===== src/rtl/uart_frame_loader.sv =====
// uart_frame_loader: pops ASCII '0'/'1' characters from the uart_top RX FIFO,
// assembles them LSB-first into an NBITS-wide frame and holds the frame under
// a valid/ack handshake. Whitespace (space, CR, LF) is skipped. Any other
// character sets a sticky error flag.
// Build option: define UART_LOADER_ECHO_EN to echo each accepted bit
// character back to the TX FIFO, stalling while tx_full is high.
//
// state | meaning
// IDLE  | waiting for a byte at the RX FIFO head
// FETCH | popping the head byte and consuming it
// ECHO  | waiting for TX space, then pushing the accepted byte (echo build only)
// DONE  | frame complete and frozen until frame_ack or clear
module uart_frame_loader #(
  parameter int NBITS = 66
) (
  input  logic                         CLK,
  input  logic                         reset_n,
  input  logic                         clear,
  input  logic                         rx_empty,
  input  logic [7:0]                   read_data,
  input  logic                         tx_full,
  output logic                         read_uart,
  output logic                         write_uart,
  output logic [7:0]                   write_data,
  output logic [NBITS-1:0]             frame,
  output logic                         frame_valid,
  input  logic                         frame_ack,
  output logic [$clog2(NBITS+1)-1:0]   bit_count,
  output logic                         err,
  output logic                         busy
);

  localparam int CW = $clog2(NBITS + 1);
  localparam logic [CW-1:0] FULL = CW'(NBITS);
  localparam logic [CW-1:0] LAST = CW'(NBITS - 1);

`ifdef UART_LOADER_ECHO_EN
  typedef enum logic [1:0] {IDLE = 2'd0, FETCH = 2'd1, DONE = 2'd2, ECHO = 2'd3} state_t;
`else
  typedef enum logic [1:0] {IDLE = 2'd0, FETCH = 2'd1, DONE = 2'd2} state_t;
`endif

  state_t           state_q;
  logic [NBITS-1:0] frame_q;
  logic [CW-1:0]    bit_count_q;
  logic [CW-1:0]    bit_count_d;
  logic             frame_valid_q;
  logic             err_q;
  logic             is_bit;
  logic             is_ws;

`ifdef UART_LOADER_ECHO_EN
  logic             write_uart_q;
  logic [7:0]       write_data_q;
`else
  logic             unused_tx_full;
  assign unused_tx_full = tx_full;
`endif

  // Classify the FIFO head byte and form the saturating bit counter increment.
  always_comb begin
    is_bit      = (read_data == 8'h30) || (read_data == 8'h31);
    is_ws       = (read_data == 8'h20) || (read_data == 8'h0D) || (read_data == 8'h0A);
    bit_count_d = (bit_count_q < FULL) ? bit_count_q + CW'(1) : bit_count_q;
  end

  // Sequencer: state, frame assembly, handshake and registered strobes.
  always_ff @(posedge CLK or negedge reset_n) begin
    if (!reset_n) begin
      state_q       <= IDLE;
      frame_q       <= '0;
      bit_count_q   <= '0;
      frame_valid_q <= 1'b0;
      err_q         <= 1'b0;
`ifdef UART_LOADER_ECHO_EN
      write_uart_q  <= 1'b0;
      write_data_q  <= 8'h00;
`endif
    end else if (clear) begin
      state_q       <= IDLE;
      frame_q       <= '0;
      bit_count_q   <= '0;
      frame_valid_q <= 1'b0;
      err_q         <= 1'b0;
`ifdef UART_LOADER_ECHO_EN
      write_uart_q  <= 1'b0;
`endif
    end else begin
`ifdef UART_LOADER_ECHO_EN
      write_uart_q <= 1'b0;
`endif
      case (state_q)
        IDLE: begin
          if (!rx_empty) state_q <= FETCH;
        end
        FETCH: begin
          if (is_bit) begin
            if (bit_count_q < FULL) begin
              frame_q[bit_count_q] <= read_data[0];
              bit_count_q          <= bit_count_d;
            end
          end else if (!is_ws) begin
            err_q <= 1'b1;
          end
`ifdef UART_LOADER_ECHO_EN
          if (is_bit) begin
            write_data_q <= read_data;
            state_q      <= ECHO;
          end else begin
            state_q <= IDLE;
          end
`else
          if (is_bit && bit_count_q == LAST) begin
            frame_valid_q <= 1'b1;
            state_q       <= DONE;
          end else begin
            state_q <= IDLE;
          end
`endif
        end
`ifdef UART_LOADER_ECHO_EN
        ECHO: begin
          if (!tx_full) begin
            write_uart_q <= 1'b1;
            if (bit_count_q == FULL) begin
              frame_valid_q <= 1'b1;
              state_q       <= DONE;
            end else begin
              state_q <= IDLE;
            end
          end
        end
`endif
        DONE: begin
          if (frame_ack) begin
            frame_valid_q <= 1'b0;
            bit_count_q   <= '0;
            err_q         <= 1'b0;
            state_q       <= IDLE;
          end
        end
        default: state_q <= IDLE;
      endcase
    end
  end

  assign read_uart   = (state_q == FETCH);
  assign busy        = (state_q != IDLE);
  assign frame       = frame_q;
  assign frame_valid = frame_valid_q;
  assign bit_count   = bit_count_q;
  assign err         = err_q;
`ifdef UART_LOADER_ECHO_EN
  assign write_uart  = write_uart_q;
  assign write_data  = write_data_q;
`else
  assign write_uart  = 1'b0;
  assign write_data  = 8'h00;
`endif

endmodule


===== config.mk =====
export PLATFORM = sky130hd
export DESIGN_NAME = uart_frame_loader
export DESIGN_NICKNAME = d
export VERILOG_FILES = /design/src/rtl/uart_frame_loader.sv
export SDC_FILE = /design/constraint.sdc
export NUM_CORES = 1
export LEC_CHECK = 0
export CAP_MARGIN = 20
export CORE_MARGIN = 10
export CORE_UTILIZATION = 46
export DETAILED_ROUTE_END_ITERATION = 16
export PLACE_DENSITY = 0.86
export RECOVER_POWER = 50
export REMOVE_ABC_BUFFERS = 1
export SLEW_MARGIN = 10
export SYNTH_ARGS = -nofsm -noshare
export SYNTH_HDL_FRONTEND = slang
export SYNTH_SLANG_ARGS = --single-unit

===== constraint.sdc =====
create_clock -name CLK -period 3 [get_ports CLK]
set_input_delay 0.3 -clock CLK [delete_from_list [all_inputs] [get_ports CLK]]
set_output_delay 0.3 -clock CLK [all_outputs]
set_load 0.01 [all_outputs]

==> metrics.md, run 1 <==
| Metric | Value |
|---|---|
| Hold Path Class | in -> reg |
| Worst-Margin Slew | 1930 ps |
| CORE AREA | 8720 µm² |
| Worst-path fanout max | 10 |
| DRT met1 WL | 4650 µm |
| Peak Freq | 436 MHz |
| Drt total wl | 11500 µm |
| Iter 0 DRT Violations | 205 |
| Setup TNS Final | 0 ps |
| Pre-antenna DRT Iters | 5 |
| Final Hold Viols | 0 |
| Worst skew pair latency | 360 ps |
| Remaining DRCs | 0 |
| Die span in x | 115 µm |
| End-of-flow core utilization | 0.601 |
| Status | complete, but fails checks |
| Seq/Total Area, Yosys | 0.467 |
| Root Driver | clkbuf_8 |
| Post-layout min period | 2290 ps |
| Fin Hold WS | 451 ps |
| CTS tree | yes |
| Gpl congestion | 0.882 |
| Die height | 115 µm |
| Unrepaired setup endpoints after global routing | false |
| Initial antenna violation count | 0 |
| Area delta synth->final | 27.0% |
| Final Cell Area | 5240 µm² |
| Synth async-reset ratio | 1.00 |
| Ys flop type | dfrtp_1 |
| Worst EP required | 3220 ps |
| Met2 wire length | 5530 µm |
| Postcts setup bufs | 0 |
| LEAKAGE | 2.43 nW |
| Max-cap violation count | 1 |
| DPL Wire Length | 8280 µm |
| First-pass GRT wire length | 18600 µm |
| Max-slew headroom | -0.284 |
| Yosys reg bits | 77 |
| Post-route ant nets | 0 |
| Clk buf depth | 2 |
| Slowest cell on crit path | or4_1 |
| Vias in the first global route | 3628 |
| Arrival time worst endpoint | 2520 ps |
| Initial Util | 0.473 |
| Metal3 WL | 1080 µm |
| Cell row count | 34 |
| Syn avg cell area | 9.76 µm² |
| GRT Overall Usage | 0.172 |
| Power consumption | 1.96 mW |
| Net count, final | 526 |
| Top sig layer | met4 |
| Period utilization | 0.765 |
| Via density per instance | 5.72 |
| Vias | 3562 |
| Port buffer count | 89 |
| Share of post-route cells with drive strength above 1 | 0.0893 |
| DR WL/cell | 18.4 µm |
| CP startpoint kind | input port |
| Final setup viols | 0 |
| H-tree depth | 3 |
| N_diodes | 0 |
| Clock-pin slew on the worst setup and hold paths | 80 ps |
| Clock skew | 10.6 ps |
| Inst Count DP | 607 |
| Post-synth EDFFs | 0 |
| Largest net degree at the start of global routing | 78 |
| Hold-fix buffers, CTS | 0 |
| Clk sinks | 77 |
| Critical path type | in -> reg |
| IO Pins | 100 |
| Dpl cell area | 5040 µm² |
| Non-Filler Instances | 623 |
| Final Max Slew Viols | 78 |
| Syn Inst Count | 423 |
| Crit end category | flip-flop |
| Yosys cell types | 47 |
| Synth warnings | 0 |
| Synth Cell Area | 4130 µm² |
| Post_cts resized | 0 |
| Final global-route overflow total | 0 |
| Pre-CTS setup slack | 359 ps |
| CP cell instances | clkdlybuf4s50_1, or4b_4, or4_1, o21ai_1, a21oi_1 |
| Worst Path Buf+Inv | 1 |
| Failing checks | capacitance limit, slew limit |
| Max VDD drop | 0.231 mV |
| PwrDens | 375 nW/µm² |
| Max incr delay on CP | 760 ps |
| Inserted Clock Buffers | 9 |
| Die Area | 13200 µm² |
| Crit path max-delay family | simple AND/OR/NAND/NOR gates |
| Final setup margin | 705 ps |
logic make-up (layout without fill, tap and decap cells):
family,Yosys count,count (layout),synth area share
compound gates,87,87,0.119
buf+inv,43,127,0.0646
other cells,1,9,0.000909
fa+ha+maj,2,2,0.00606
simple gates,180,180,0.262
mux,33,33,0.0804
flops,77,77,0.467
cell usage after synthesis (all sizes together) (4+ instances only):
library cell / number / share of area
nand4: 7 / 0.011
a21boi: 4 / 0.0073
nor3: 8 / 0.0097
nand3: 33 / 0.040
mux2i: 32 / 0.078
nor2: 10 / 0.0091
nand3b: 4 / 0.0073
a31oi: 9 / 0.014
o21ai: 31 / 0.038
inv: 8 / 0.0073
a21oi: 34 / 0.041
and4: 4 / 0.0085
dfrtp: 77 / 0.47
nor2b: 6 / 0.0091
nand2b: 38 / 0.058
nor4: 8 / 0.032
clkbuf: 19 / 0.030
nand2: 42 / 0.038
buf: 15 / 0.025
layer usage:
| metal | global-route usage | vias up |
|---|---|---|
| li1 | - | 1660 |
| met1 | 0.209 | 1744 |
| met2 | 0.284 | 142 |
| met3 | 0.0508 | 16 |
| met4 | 0.0635 | 0 |
| met5 | 0 | - |
report_power, final:
part	internal, mW	switching, mW	leakage (nW)
logic	0.0394	0.0767	1.26
registers	1.04	0.00193	1.07
clock network	0.409	0.399	0.0959
worst min-delay path, stage by stage:
cell,delay [ps]
buf_2,110
or4bb_1,110
nor3_1,90
nand3_1,90
o21ai_0,70
cell usage in the layout, fill, tap and decap left out, types with 2 or more instances in the layout:
| cell type | netlist | final |
|---|---|---|
| nand2b_1 | 38 | 38 |
| nand4_1 | 7 | 7 |
| nand2_1 | 42 | 42 |
| nor2b_1 | 6 | 6 |
| or3_1 | 3 | 3 |
| mux2i_1 | 32 | 32 |
| nor4b_1 | 2 | 2 |
| nand3b_1 | 4 | 4 |
| and3_1 | 3 | 3 |
| a31oi_1 | 9 | 9 |
| or4b_4 | 2 | 2 |
| ha_1 | 2 | 2 |
| o31ai_1 | 3 | 3 |
| a21oi_1 | 34 | 34 |
| clkdlybuf4s50_1 | 0 | 51 |
| nand3_1 | 33 | 33 |
| conb_1 | 1 | 9 |
| nor3_1 | 8 | 8 |
| clkinvlp_4 | 0 | 2 |
| o21ai_1 | 16 | 16 |
| buf_4 | 9 | 14 |
| nor4_4 | 5 | 5 |
| clkbuf_8 | 5 | 10 |
| nand4b_1 | 2 | 2 |
| or4_1 | 2 | 2 |
| or2_2 | 2 | 2 |
| o21ai_0 | 15 | 15 |
| inv_1 | 8 | 8 |
| nor4_1 | 2 | 2 |
| and4_1 | 4 | 4 |
| a21boi_0 | 4 | 4 |
| o21ba_2 | 3 | 3 |
| dlygate4sd3_1 | 1 | 36 |
| dfrtp_1 | 77 | 77 |
| nor2_1 | 10 | 10 |
flip-flops by register name, indices dropped and copies added (netlist names):
signal	flops
frame	66
bit_count	7
state_q	2
err	1
frame_valid	1
path summary, 6_finish.rpt:
| path | startpoint | end | slack, ps | cells after the start |
|---|---|---|---|---|
| max | read_data[1] | frame[27] | 710 | 5 |
| max reg2reg | state_q[1] | frame[27] | 830 | 4 |
| min | clear | bit_count[0] | 450 | 5 |
| min in group asynchronous | reset_n | frame[1] | 460 | 1 |
| max in group asynchronous | reset_n | bit_count[2] | 1390 | 1 |
| min reg2reg | err | err | 500 | 2 |
layout make-up:
cell class                      instances  area, µm²
Clock buffer                           11        141
Tap cell                              108        135
Fill cell                             722       3480
Sequential cell                        77       1930
Clock inverter                          5       58.8
Inverter                                8       30.0
Timing Repair Buffer                  103        986
Multi-Input combinational cell        311       1960
No activity file was read; power rests on OpenSTA's default activity.
==> inputs of run 2 (changes only) <==
Clock period 3 ns to 2.22 ns, I/O delays scaled along.
==> metrics.md, run 2 (synthesis gave the netlist of run 1 again) <==
| Metric | Value |
|---|---|
| IO Pins | 100 |
| Clock skew | 10.8 ps |
| Failing checks | capacitance limit, slew limit |
| Gate power share | 0.068 |
| Post-route ant nets | 0 |
| H-tree depth | 3 |
| Unrepaired setup endpoints after global routing | false |
| Net count, final | 556 |
| Area delta synth->final | 32.6% |
| Most frequent cells in the layout | 77 x dfrtp_1, 51 x clkdlybuf4s50_1, 42 x nand2_1, 42 x buf_4, 38 x nand2b_1 |
| Max-slew headroom | -0.154 |
| Max-cap violation count | 1 |
| Share of post-route cells with drive strength above 1 | 0.134 |
| Die Area | 13200 µm² |
| Slowest cell on crit path | or4b_4 |
| Vias | 3774 |
| Worst-Margin Slew | 1730 ps |
| Largest register FFs | 66 |
| Non-Filler Instances | 654 |
| Switch Pwr | 0.629 mW |
| Inst Count DP | 636 |
| Port buffer count | 89 |
| Gpl congestion | 0.863 |
| First-pass GRT wire length | 19400 µm |
| CTS tree | yes |
| Largest net degree at the start of global routing | 55 |
| Initial Util | 0.473 |
| Initial antenna violation count | 1 |
| Worst skew pair latency | 350 ps |
| Arrival time worst endpoint | 2310 ps |
| Power consumption | 2.62 mW |
| Number of fill cells in the layout | 696 |
| Critical path type | in -> reg |
| Clock-pin slew on the worst setup and hold paths | 80 ps |
| Status | complete, but fails checks |
| Most common cell after layout, fill and taps aside | dfrtp_1 |
| Cell row count | 34 |
| Die span in x | 115 µm |
| Worst EP required | 2470 ps |
| CP startpoint kind | input port |
| Clock power share | 0.395 |
| CP most frequent cell | buf_4 |
| Gr busiest metal | met2 |
| Seq pwr share | 0.536 |
| Final global-route overflow total | 0 |
| Vias in the first global route | 3773 |
| Iter 0 DRT Violations | 241 |
| Max VDD drop | 0.285 mV |
| Final Hold Viols | 0 |
| Final Cell Area | 5470 µm² |
| Crit end category | flip-flop |
| Dpl cell area | 5270 µm² |
| Hold Path Class | in -> reg |
| CP cell instances | clkdlybuf4s50_1, or4b_4, buf_4, nor3_1, buf_4, nand4b_1, a21boi_0 |
| Postcts setup bufs | 0 |
| Met3 Track Usage GR | 0.0477 |
| Hold Path Depth | 3 |
| Switching share of power | 0.240 |
| Final Max Slew Viols | 31 |
| Remaining DRCs | 0 |
| Worst-path fanout max | 8 |
| GR Util met2 | 0.309 |
| Pre-antenna DRT Iters | 5 |
| LEAKAGE | 2.58 nW |
| Register Area | 1930 µm² |
| Inserted Clock Buffers | 9 |
| Multi-input logic area | 1960 µm² |
| Via density per instance | 5.77 |
| Peak Freq | 484 MHz |
| Clk sinks | 77 |
| DR WL/cell | 18.5 µm |
| Root Driver | clkbuf_8 |
| Fin Hold WS | 339 ps |
| Post-layout min period | 2060 ps |
| Max incr delay on CP | 570 ps |
| Drt total wl | 12100 µm |
| CORE AREA | 8720 µm² |
| Met1 usage | 0.217 |
| GRT Overall Usage | 0.181 |
| Setup TNS Final | 0 ps |
| Power Internal | 1.99 mW |
| Clk buf depth | 2 |
| Die height | 115 µm |
| End-of-flow core utilization | 0.627 |
| Final setup viols | 0 |
| Period utilization | 0.930 |
| Pre-CTS setup slack | -178 ps |
| DPL Wire Length | 8800 µm |
| Final setup margin | 155 ps |
| PwrDens | 479 nW/µm² |
| R2R depth | 6 |
[run 2: changes by cell type in the layout (fill, tap and decap cells not counted), sizes merged]
| cell | before | now |
|---|---|---|
| dlygate4sd3 | 36 | 37 |
| clkbuf | 12 | 11 |
| clkinv | 1 | 3 |
| buf | 15 | 44 |
| clkinvlp | 2 | 1 |
| diode | 0 | 1 |
[run 2: what timing repair did]
action / 4_1_cts / 5_1_grt
endpoints found under the hold margin: 30 / 0
hold buffers: 1 / 0
resized for setup: 0 / 0
endpoints found under the setup margin: 0 / 0
[run 2: path summary, 6_finish.rpt]
| path | startpoint | endpoint | slack (ps) |
|---|---|---|---|
| worst max register to register | state_q[1] | frame[34] | 190 |
| min in group asynchronous | reset_n | frame[0] | 870 |
| max in group asynchronous | reset_n | frame[62] | 340 |
| worst min register to register | err | err | 500 |
| worst max-delay path | read_data[1] | frame_valid | 160 |
| worst min-delay path | clear | frame[1] | 340 |
[run 2: routing by layer]
metal  vias up  wire [µm]  part of all wire
met5         -          0                 0
met4         0        211             0.017
met3        27       1110             0.092
met2       193       6060              0.50
met1      1830       4700              0.39
li1       1724          -                 -
[run 2: area by class of cell]
type,count,share of cell area
sequential,77,0.352
antenna,1,0.000457
multi-input combinational,311,0.359
timing repair buffer,133,0.224
clock inverter,6,0.0112
tap,108,0.0247
inverter,8,0.00549
clock buffer,10,0.0233
[run 2: worst max-delay path: cells and delay by family]
family | cells | cell delay (ps)
simple gates | 3 | 1020
buf+inv | 3 | 820
compound gates | 1 | 250
[run 2: power by group through the flow]
stage | clock (mW) | combinational (mW) | sequential [mW]
final | 1.04 | 0.179 | 1.41
after global routing | 1.12 | 0.196 | 1.41
after CTS | 1.05 | 0.180 | 1.41
after detailed placement | 0 | 0.179 | 1.43
after global placement | 0 | 0.174 | 1.43
after floorplan | 0 | 0.0546 | 1.43
==> inputs of run 3 (changes only) <==
Settings changed: CORE_ASPECT_RATIO from default to 1.75.
==> metrics.md, run 3 (synthesis gave the netlist of run 1 again) <==
| Metric | Value |
|---|---|
| Hold Path Depth | 2 |
| Cell row count | 45 |
| Vias in the first global route | 4095 |
| Gr busiest metal | met2 |
| Largest net degree at the start of global routing | 78 |
| Reg2reg start | state_q[1] |
| PwrDens | 528 nW/µm² |
| GRT Overall Usage | 0.191 |
| Met1 usage | 0.195 |
| Worst EP required | 2430 ps |
| Post-route ant nets | 0 |
| Initial antenna violation count | 0 |
| Post-layout min period | 2080 ps |
| Most common cell after layout, fill and taps aside | dfrtp_1 |
| Worst skew pair latency | 340 ps |
| Status | complete, no violations |
| CP startpoint kind | flip-flop |
| Port buffer count | 89 |
| Die height | 145 µm |
| CORE AREA | 8730 µm² |
| Power consumption | 2.96 mW |
| Period utilization | 0.937 |
| LEAKAGE | 2.65 nW |
| Critical path type | reg -> reg |
| Reg-to-reg critical path endpoint | frame[50] |
| Max-slew headroom | 0.287 |
| Iter 0 DRT Violations | 299 |
| Clk sinks | 77 |
| H-tree depth | 3 |
| Met3 Track Usage GR | 0.0464 |
| DR WL/cell | 18.7 µm |
| Final Hold Viols | 0 |
| First-pass GRT wire length | 20700 µm |
| Clock-pin slew on the worst setup and hold paths | 60 ps |
| Die Area | 13300 µm² |
| Share of post-route cells with drive strength above 1 | 0.145 |
| Hold path endpoint | state_q[1] |
| Clock skew | 5.53 ps |
| Largest register FFs | 66 |
| End-of-flow core utilization | 0.642 |
| Hold Path Class | in -> reg |
| N_diodes | 0 |
| DPL Wire Length | 9110 µm |
| Die span in x | 91.6 µm |
| Worst-path fanout max | 8 |
| Max-cap violation count | 0 |
| Vias | 3772 |
| Setup TNS Final | 0 ps |
| Most frequent cells in the layout | 77 x dfrtp_1, 50 x clkdlybuf4s50_1, 47 x buf_4, 42 x nand2_1 |
| Post_cts resized | 0 |
| Area delta synth->final | 35.7% |
| Clk buf depth | 2 |
| Initial Util | 0.473 |
| CTS tree | yes |
| Inserted Clock Buffers | 9 |
| Final global-route overflow total | 0 |
| Via density per instance | 5.65 |
| Max VDD drop | 0.436 mV |
| R2R depth | 6 |
| Pre-antenna DRT Iters | 5 |
| Net count, final | 562 |
| Final setup viols | 0 |
| Crit end category | flip-flop |
| Reg2Reg Setup Slack | 140 ps |
| Worst-Margin Slew | 1070 ps |
| Hold Crit Start | clear |
| IO Pins | 100 |
| Final Max Slew Viols | 0 |
| Peak Freq | 481 MHz |
| Arrival time worst endpoint | 2290 ps |
| Postcts setup bufs | 0 |
| Gpl congestion | 0.898 |
| Unrepaired setup endpoints after global routing | false |
| Drt total wl | 12500 µm |
| Hold-fix buffers, CTS | 1 |
| GR Util met2 | 0.336 |
| Remaining DRCs | 0 |
| Root Driver | clkbuf_16 |
[run 3: cell count changes in the layout (fill, tap and decap cells not counted), moves of 2 or more]
| cell | before | now |
|---|---|---|
| buf_4 | 42 | 47 |
| clkbuf_16 | 0 | 9 |
| clkbuf_4 | 0 | 2 |
| clkbuf_8 | 9 | 1 |
[run 3: worst max-delay path, stage by stage (launching register included)]
cell	delay, ps
dfrtp_1	420
buf_4	160
or4b_1	660
nor4_2	290
buf_4	220
nand2_1	70
mux2i_1	130
[run 3: report_power, final]
group          internal [mW]  switching, mW
Clock                  0.789          0.578
Combinational         0.0680          0.112
Sequential              1.41        0.00167
[run 3: per-layer routing]
layer / part of all wire / vias to the layer above
met4: 0.035 / 0
met5: 0 / -
li1: - / 1738
met1: 0.36 / 1859
met3: 0.060 / 30
met2: 0.55 / 145
[run 3: worst max path at each step]
stage | from | end | slack (ps) | depth (start not counted)
after detailed placement | read_data[5] | bit_count[1] | -140 | 6
after global placement | read_data[5] | frame[3] | -120 | 5
final | state_q[1] | frame[50] | 140 | 6
after global routing | state_q[1] | frame[18] | 40 | 6
after floorplan | bit_count[6] | frame[10] | 130 | 4
after CTS | state_q[1] | frame[50] | 140 | 6
[run 3: final cells by class]
type	instances	area (µm²)
well taps	117	146
repair buffers	139	1260
flip-flops and latches	77	1930
multi-input cells	311	1960
fillers	721	3130
inverters	8	30.0
clock buffers	11	243
clock inverters	5	35.0
[run 3: metrics by stage]
step | hold WS (ps) | setup WS (ps) | instances | area, µm²
5_1_grt | 245 | 36.5 | 668 | 5600
6_report | 234 | 140 | 668 | 5600
4_1_cts | 207 | 142 | 668 | 5620
3_3_place_gp | 270 | -122 | 651 | 5330
2_1_floorplan | -73.6 | 133 | 396 | 3920
3_5_place_dp | 280 | -139 | 651 | 5330
